$ cat config.mk
export PLATFORM = sky130hd
export DESIGN_NAME = icmp_reply_buf
export DESIGN_NICKNAME = d
export VERILOG_FILES = /design/src/rtl/icmp_reply_buf_pkg.sv /design/src/rtl/icmp_reply_buf_dpram.sv /design/src/rtl/icmp_reply_buf.sv
export SDC_FILE = /design/constraint.sdc
export NUM_CORES = 2
export LEC_CHECK = 0
export CORE_MARGIN = 8
export CORE_UTILIZATION = 39
export CTS_BUF_LIST = sky130_fd_sc_hd__clkbuf_16
export CTS_CLUSTER_DIAMETER = 200
export DETAILED_ROUTE_END_ITERATION = 12
export GPL_TIMING_DRIVEN = 0
export PLACE_DENSITY_LB_ADDON = 0.25
export SETUP_SLACK_MARGIN = 0.15
export SLEW_MARGIN = 10
export SYNTH_ARGS = -nofsm -noshare
export SYNTH_HDL_FRONTEND = slang
export SYNTH_SLANG_ARGS = --single-unit
$ cat constraint.sdc
create_clock -name clk -period 5.62 [get_ports clk]
set_input_delay 0.562 -clock clk [delete_from_list [all_inputs] [get_ports clk]]
set_output_delay 0.562 -clock clk [all_outputs]
set_load 0.01 [all_outputs]
$ cat src/rtl/icmp_reply_buf_pkg.sv
// ---------------------------------------------------------------------------
// icmp_reply_buf_pkg
//   Shared constants for the ICMP reply buffer: default widths, bit positions
//   of the 11-bit ICMP receive bus and the TX state encoding.
// ---------------------------------------------------------------------------
package icmp_reply_buf_pkg;

   localparam int AW_DEF     = 7;
   localparam int DROP_W_DEF = 8;

   // icmp_bus = {reply_ok, reply_strobe, reply_write, data[7:0]}
   localparam int BUS_OK  = 10;
   localparam int BUS_STB = 9;
   localparam int BUS_WR  = 8;

   typedef enum logic [1:0] {
      ST_IDLE = 2'd0,
      ST_REQ  = 2'd1,
      ST_SEND = 2'd2,
      ST_DONE = 2'd3
   } tx_state_e;

endpackage

$ cat src/rtl/icmp_reply_buf_dpram.sv
// ---------------------------------------------------------------------------
// icmp_reply_dpram
//   Simple dual-port RAM, 2*(2**AW) x 8, addressed {bank, ptr}.
//   Ports:
//     clk, rst_n        clock / async active-low reset (read register only)
//     i_we/i_waddr/i_wdata   write port
//     i_re/i_raddr      read port; o_rdata registered, updates only on i_re
// ---------------------------------------------------------------------------
module icmp_reply_dpram #(
   parameter int AW = 7
) (
   input  logic          clk,
   input  logic          rst_n,
   input  logic          i_we,
   input  logic [AW:0]   i_waddr,
   input  logic [7:0]    i_wdata,
   input  logic          i_re,
   input  logic [AW:0]   i_raddr,
   output logic [7:0]    o_rdata
);

   logic [7:0] r_mem [0:(2**(AW+1))-1];
   logic [7:0] r_rdata;

   // Storage array carries no reset.
   always_ff @(posedge clk) begin
      if (i_we) r_mem[i_waddr] <= i_wdata;
   end

   // Read data register is reset so the downstream tx_data starts at zero.
   always_ff @(posedge clk or negedge rst_n) begin
      if (!rst_n)    r_rdata <= 8'h00;
      else if (i_re) r_rdata <= r_mem[i_raddr];
   end

   assign o_rdata = r_rdata;

endmodule

$ cat src/rtl/icmp_reply_buf.sv
// ---------------------------------------------------------------------------
// icmp_reply_buf
//   Captures ICMP echo payload bytes into ping-pong banks, commits a bank on a
//   good end-of-frame strobe, and streams committed replies to the TX arbiter
//   with a req/grant handshake.
//   Ports:
//     clk, rst_n        clock / async active-low reset
//     icmp_bus[10:0]    {reply_ok, reply_strobe, reply_write, data}
//     tx_req/tx_grant   request to / level grant from the TX arbiter
//     tx_len            octet count of the offered reply (valid with tx_req)
//     tx_data/tx_valid/tx_last   reply octet stream, no backpressure
//     busy              both banks hold untransmitted replies
//     drop_cnt          saturating count of overflow / no-space drops
// ---------------------------------------------------------------------------
module icmp_reply_buf
   import icmp_reply_buf_pkg::*;
#(
   parameter int AW     = AW_DEF,
   parameter int DROP_W = DROP_W_DEF
) (
   input  logic              clk,
   input  logic              rst_n,
   input  logic [10:0]       icmp_bus,
   output logic              tx_req,
   input  logic              tx_grant,
   output logic [AW:0]       tx_len,
   output logic [7:0]        tx_data,
   output logic              tx_valid,
   output logic              tx_last,
   output logic              busy,
   output logic [DROP_W-1:0] drop_cnt
);

   localparam logic [AW:0] DEPTH = {1'b1, {AW{1'b0}}};

   // ---------------- capture side ----------------
   logic [AW:0]       r_wr_ptr;
   logic              r_wr_bank;
   logic              r_ovf;
   logic              r_nospace;
   logic [1:0]        r_full;
   logic [1:0][AW:0]  r_len;
   logic [DROP_W-1:0] r_drop_cnt;

   logic              w_wr, w_stb, w_ok;
   logic              w_we, w_ovf_hit, w_nosp_hit;
   logic [AW:0]       w_ptr_nxt;
   logic              w_ovf_nxt, w_nosp_nxt;
   logic              w_commit, w_drop, w_done;

   // ---------------- TX side ----------------
   tx_state_e   r_state;
   logic        r_rd_bank;
   logic [AW:0] r_rd_ptr;
   logic [AW:0] r_rd_addr;
   logic        r_rd_en;
   logic        r_rd_last;
   logic        r_tx_req;
   logic [AW:0] r_tx_len;
   logic        r_tx_valid;
   logic        r_tx_last;
   logic        w_rd_final;
   logic [7:0]  w_rdata;

   assign w_wr  = icmp_bus[BUS_WR];
   assign w_stb = icmp_bus[BUS_STB];
   assign w_ok  = icmp_bus[BUS_OK];

   // A write to a full bank is refused before the overflow check applies.
   assign w_nosp_hit = w_wr &  r_full[r_wr_bank];
   assign w_ovf_hit  = w_wr & ~r_full[r_wr_bank] & (r_wr_ptr == DEPTH);
   assign w_we       = w_wr & ~r_full[r_wr_bank] & (r_wr_ptr != DEPTH);

   // "Next" views let a write in the strobe cycle count toward the commit.
   assign w_ptr_nxt  = r_wr_ptr + {{AW{1'b0}}, w_we};
   assign w_ovf_nxt  = r_ovf | w_ovf_hit;
   assign w_nosp_nxt = r_nospace | w_nosp_hit;

   assign w_commit = w_stb & w_ok & ~w_ovf_nxt & ~w_nosp_nxt & (w_ptr_nxt != '0);
   assign w_drop   = w_stb & (w_ovf_nxt | w_nosp_nxt);

   // Bank release: DONE acts the cycle after tx_last is presented.
   assign w_done = (r_state == ST_DONE) & r_tx_last;

   always_ff @(posedge clk or negedge rst_n) begin
      if (!rst_n) begin
         r_wr_ptr   <= '0;
         r_wr_bank  <= 1'b0;
         r_ovf      <= 1'b0;
         r_nospace  <= 1'b0;
         r_full     <= 2'b00;
         r_len      <= '0;
         r_drop_cnt <= '0;
      end else begin
         if (w_stb) begin
            r_wr_ptr  <= '0;
            r_ovf     <= 1'b0;
            r_nospace <= 1'b0;
         end else begin
            r_wr_ptr  <= w_ptr_nxt;
            r_ovf     <= w_ovf_nxt;
            r_nospace <= w_nosp_nxt;
         end
         // Commit and release always touch different banks: the bank being
         // transmitted is full, so it can never be the write target.
         if (w_commit) begin
            r_len[r_wr_bank]  <= w_ptr_nxt;
            r_full[r_wr_bank] <= 1'b1;
            r_wr_bank         <= ~r_wr_bank;
         end
         if (w_done) r_full[r_rd_bank] <= 1'b0;
         if (w_drop && (r_drop_cnt != {DROP_W{1'b1}}))
            r_drop_cnt <= r_drop_cnt + 1'b1;
      end
   end

   assign w_rd_final = (r_rd_ptr == r_tx_len - 1'b1);

   // TX FSM. Read address is registered (read issued), the RAM output
   // register follows one cycle later together with tx_valid.
   always_ff @(posedge clk or negedge rst_n) begin
      if (!rst_n) begin
         r_state    <= ST_IDLE;
         r_rd_bank  <= 1'b0;
         r_rd_ptr   <= '0;
         r_rd_addr  <= '0;
         r_rd_en    <= 1'b0;
         r_rd_last  <= 1'b0;
         r_tx_req   <= 1'b0;
         r_tx_len   <= '0;
         r_tx_valid <= 1'b0;
         r_tx_last  <= 1'b0;
      end else begin
         r_tx_valid <= r_rd_en;
         r_tx_last  <= r_rd_en & r_rd_last;
         r_rd_en    <= 1'b0;
         r_rd_last  <= 1'b0;
         case (r_state)
            ST_IDLE: begin
               if (r_full[r_rd_bank]) begin
                  r_state  <= ST_REQ;
                  r_tx_req <= 1'b1;
                  r_tx_len <= r_len[r_rd_bank];
               end
            end
            ST_REQ: begin
               if (tx_grant) begin
                  r_state  <= ST_SEND;
                  r_tx_req <= 1'b0;
                  r_rd_ptr <= '0;
               end
            end
            ST_SEND: begin
               r_rd_en   <= 1'b1;
               r_rd_addr <= {r_rd_bank, r_rd_ptr[AW-1:0]};
               r_rd_last <= w_rd_final;
               r_rd_ptr  <= r_rd_ptr + 1'b1;
               if (w_rd_final) r_state <= ST_DONE;
            end
            ST_DONE: begin
               if (r_tx_last) begin
                  r_rd_bank <= ~r_rd_bank;
                  r_state   <= ST_IDLE;
               end
            end
            default: r_state <= ST_IDLE;
         endcase
      end
   end

   icmp_reply_dpram #(.AW(AW)) u_ram (
      .clk     (clk),
      .rst_n   (rst_n),
      .i_we    (w_we),
      .i_waddr ({r_wr_bank, r_wr_ptr[AW-1:0]}),
      .i_wdata (icmp_bus[7:0]),
      .i_re    (r_rd_en),
      .i_raddr (r_rd_addr),
      .o_rdata (w_rdata)
   );

   assign tx_req   = r_tx_req;
   assign tx_len   = r_tx_len;
   assign tx_data  = w_rdata;
   assign tx_valid = r_tx_valid;
   assign tx_last  = r_tx_last;
   assign busy     = r_full[0] & r_full[1];
   assign drop_cnt = r_drop_cnt;

endmodule
==> qor.csv <==
stage,metric,value,unit
final_layout,stdcell_area,95100,sq um
setup_path,criticalPathCategory,flop to flop,
yosys,synthesis.nets,4389,
pwr,swShare,0.339,
die,fp.dieArea,229000,sq um
grt,grt.total_usage,0.285,
setup_path,cp_slowest_cell,nand3b_1,
sta,setup_viol,0,
grt,grt_max_degree,139,
final_layout,fin_nets,4669,
place,post-place-ws,0.492,ns
run_status,status,"finished, violations left",
yosys,ys_seq_area_frac,0.760,
die,pin_count,42,
die,coreArea,214000,sq um
grt,antenna_found_initial,23,
route,drc,0,
cts,cts_buffer_depth,3,
cts,htreeDepth,4,
pwr,powerDensity,459,nW/um^2
cts,cts_tree,done,
sta,fin_crit,5.43,ns
sta,drv_slew,4,
pwr,clkPwrFrac,0.328,
route,ant_nets,0,
cts,insertion_delay,0.90,ns
setup_path,crit_fanout,10,
route,wirelength,336,mm
setup_path,endpoint_kind,flop,
route,viasPerCell,6.39,
place,gp_congestion,1.06,
run,cap_viol_max_count,2,
die,die_h,479,um
pwr,peakVddDrop,0.298,mV
yosys,yosysUniqueCellTypes,73,
final_layout,layout-drive-gt1-share,0.174,
sta,max_freq,184,MHz
cts,clock_sinks,2125,
pwr,p_switching,0.0148,W
pwr,seqPwrFrac,0.405,
grt,grt_pass1_vias,45700,
cts,cts_root_buf,clkbuf_16,
sta,rsz0062_at_grt,false,
yosys,synth_top_flop_cell,edfxtp_1,
yosys,synth_edf_count,2048,
route,vias,49000,
place,io_buffers,41,
yosys,yosysWarnings,0,
sta,fin_tns_setup,0,ns
worst_hold_path,hold_path_class,primary input to flop,
die,die_w,479,um
setup_path,crit_required,6.12,ns
cts,numCtsBuffers,215,
yosys,syn_avg_cell_area,19.1,sq um
pwr,share_comb_of_total_power,0.266,
yosys,synthArstFlopShare,0.0362,
die,rows,170,
route,drt_iter0_markers,8583,
cts,post-cts-setup-buffers,0,
route,wire_per_inst,43.8,um
pwr,p_int,0.0289,W
route,dr.pass1.iters,8,
yosys,synthesis.instances,4365,
setup_path,cp_data_arrival_time,5.94,ns
place,placed_area,88100,sq um
sta,finalCritPeriodShare,0.966,
setup_path,start_kind,flop,
yosys,synth_seq_cells,2125,
grt,overflow,0,
die,start_util,0.391,
final_layout,syn_to_final_growth,13.9,%
pwr,leakage,30.1,nW
sta,max_slew_margin,-0.0649,
sta,worst_pin_slew,1.56,ns
run_status,violations,"capacitance limit, slew limit",
cts,clkTransAtPathRegs,0.06,ns
setup_path,max_stage_delay,1.16,ns
sta,worst_slack,0.190,ns
sta,finalClockSkew,0.0509,ns
grt,grt_pass1_wl,434,mm
sta,finalHoldViolCount,0,
yosys,syn-cell-area,83500,sq um
place,hpwl,221,mm
setup_path,crit_chain,clkbuf_1 -> mux2i_1 -> nand2_1 -> nor3_1 -> nand3b_1 -> clkbuf_2 -> nor2_1,
-- critical path: cells and delay by family (launching register included) --
| family | cells | cell delay [ns] |
|---|---|---|
| multiplexers | 1 | 0.36 |
| buffers and inverters | 2 | 1.48 |
| flip-flops | 1 | 0.32 |
| AND/OR/NAND/NOR | 4 | 2.87 |
-- state kept, by name, indices dropped and copies added, names as in the netlist --
register,flops
drop_cnt,8
r_full,2
r_len,16
r_nospace,1
r_ovf,1
r_rd_addr,8
r_rd_bank,1
r_rd_en,1
r_rd_last,1
r_rd_ptr,8
r_state,2
r_wr_bank,1
r_wr_ptr,8
tx_last,1
tx_len,8
tx_req,1
tx_valid,1
u_ram.o_rdata,8
u_ram.r_mem,2048
-- per-layer routing --
metal,vias up,part of all wire,GRT usage
li1,18400,-,-
met1,26000,0.36,0.357
met2,3761,0.43,0.416
met3,856,0.13,0.105
met4,12,0.079,0.184
met5,-,0.00094,0.00819
-- placed cells by master, fill, tap and decap left out, types with 29 or more instances in the layout --
master / instances
edfxtp_1: 2048
mux2i_1: 457
mux4_2: 288
nor2_1: 286
clkbuf_16: 215
o22ai_1: 146
nand2_1: 143
o21ai_0: 91
clkbuf_1: 81
dfrtp_1: 77
a21oi_1: 74
o221ai_1: 62
buf_2: 60
inv_1: 59
a211oi_1: 59
clkinv_1: 53
buf_4: 49
a221oi_1: 40
clkinv_2: 38
nand3_1: 32
clkdlybuf4s50_1: 32
buf_6: 30
clkbuf_2: 29
-- cells by family after synthesis --
logic type / synth area share
flip-flops: 0.760
AO/OA/AOI/OAI: 0.0448
adder cells (fa/ha/maj): 0.00150
multiplexers: 0.140
buffers and inverters: 0.0200
XOR/XNOR: 0.00324
AND/OR/NAND/NOR: 0.0309
-- path summary, 6_finish.rpt --
kind / from / end / slack, ns / cells after the start
hold / removal: icmp_bus[4] / u_ram.r_mem[168][4]$_DFFE_PP_ / 0.09 / 1
setup reg to reg: r_wr_bank$_DFFE_PN0N_ / u_ram.r_mem[112][2]$_DFFE_PP_ / 0.19 / 7
hold reg to reg: r_rd_last$_DFF_PN0_ / tx_last$_DFF_PN0_ / 0.46 / 1
min in group asynchronous: rst_n / tx_req$_DFFE_PN0P_ / 0.20 / 2
setup / recovery: r_wr_bank$_DFFE_PN0N_ / u_ram.r_mem[112][2]$_DFFE_PP_ / 0.19 / 7
max in group asynchronous: rst_n / drop_cnt[2]$_DFFE_PN0P_ / 4.75 / 3
-- cell type report --
class | instances | area, sq um
Antenna cell | 16 | 40.0
Buffer | 264 | 1660
Clock buffer | 215 | 5380
Clock inverter | 180 | 1550
Fill cell | 18400 | 119000
Inverter | 13 | 48.8
Multi-Input combinational cell | 1963 | 18400
Sequential cell | 2125 | 63400
Tap cell | 2838 | 3550
Timing Repair Buffer | 63 | 993
-- what timing repair did --
| action | CTS | global route |
|---|---|---|
| gates resized for setup | 0 | 0 |
| hold buffers | 1 | 0 |
| endpoints found under the hold margin | 30 | 0 |
-- through the flow --
stage | hold WS [ns] | cells | total power, W | util
detailed placement | 0.438 | 7265 | 0.0292 | 0.412
floorplan | 0.266 | 4365 | 0.0232 | -
CTS | 0.0594 | 7661 | 0.0432 | 0.445
finish | 0.0892 | 7677 | 0.0436 | 0.445
global placement | 0.438 | 7244 | 0.0293 | 0.409
global route | 0.0924 | 7662 | 0.0440 | 0.445
-- power by group through the flow --
stage          registers, W  clock network [W]  logic [W]
2_1_floorplan        0.0179                  0    0.00531
3_3_place_gp         0.0182                  0     0.0111
3_5_place_dp         0.0180                  0     0.0112
4_1_cts              0.0177             0.0143     0.0112
5_1_grt              0.0177             0.0149     0.0114
6_report             0.0177             0.0143     0.0116
-- cells in the mapped netlist (12+ instances only) --
| library cell | n | share of area |
|---|---|---|
| mux2i_1 | 457 | 0.055 |
| xnor2_1 | 19 | 0.0020 |
| buf_6 | 30 | 0.0040 |
| inv_1 | 12 | 0.00054 |
| nor2b_1 | 20 | 0.0015 |
| o22ai_1 | 146 | 0.011 |
| mux4_2 | 288 | 0.078 |
| o221ai_1 | 62 | 0.0065 |
| a2111oi_0 | 12 | 0.0013 |
| a211oi_1 | 62 | 0.0056 |
| edfxtp_1 | 2048 | 0.74 |
| buf_4 | 48 | 0.0043 |
| nand3_1 | 32 | 0.0019 |
| buf_2 | 54 | 0.0032 |
| a22oi_1 | 19 | 0.0017 |
| nor3_1 | 19 | 0.0011 |
| a31oi_1 | 15 | 0.0011 |
| nand2_1 | 143 | 0.0064 |
| nor2_1 | 287 | 0.013 |
| dfrtp_1 | 77 | 0.023 |
| mux2_2 | 20 | 0.0027 |
| clkbuf_1 | 109 | 0.0049 |
| a21oi_1 | 74 | 0.0044 |
| a221oi_1 | 40 | 0.0042 |
| o21ai_0 | 91 | 0.0055 |
(Power assumes the default switching activity.)
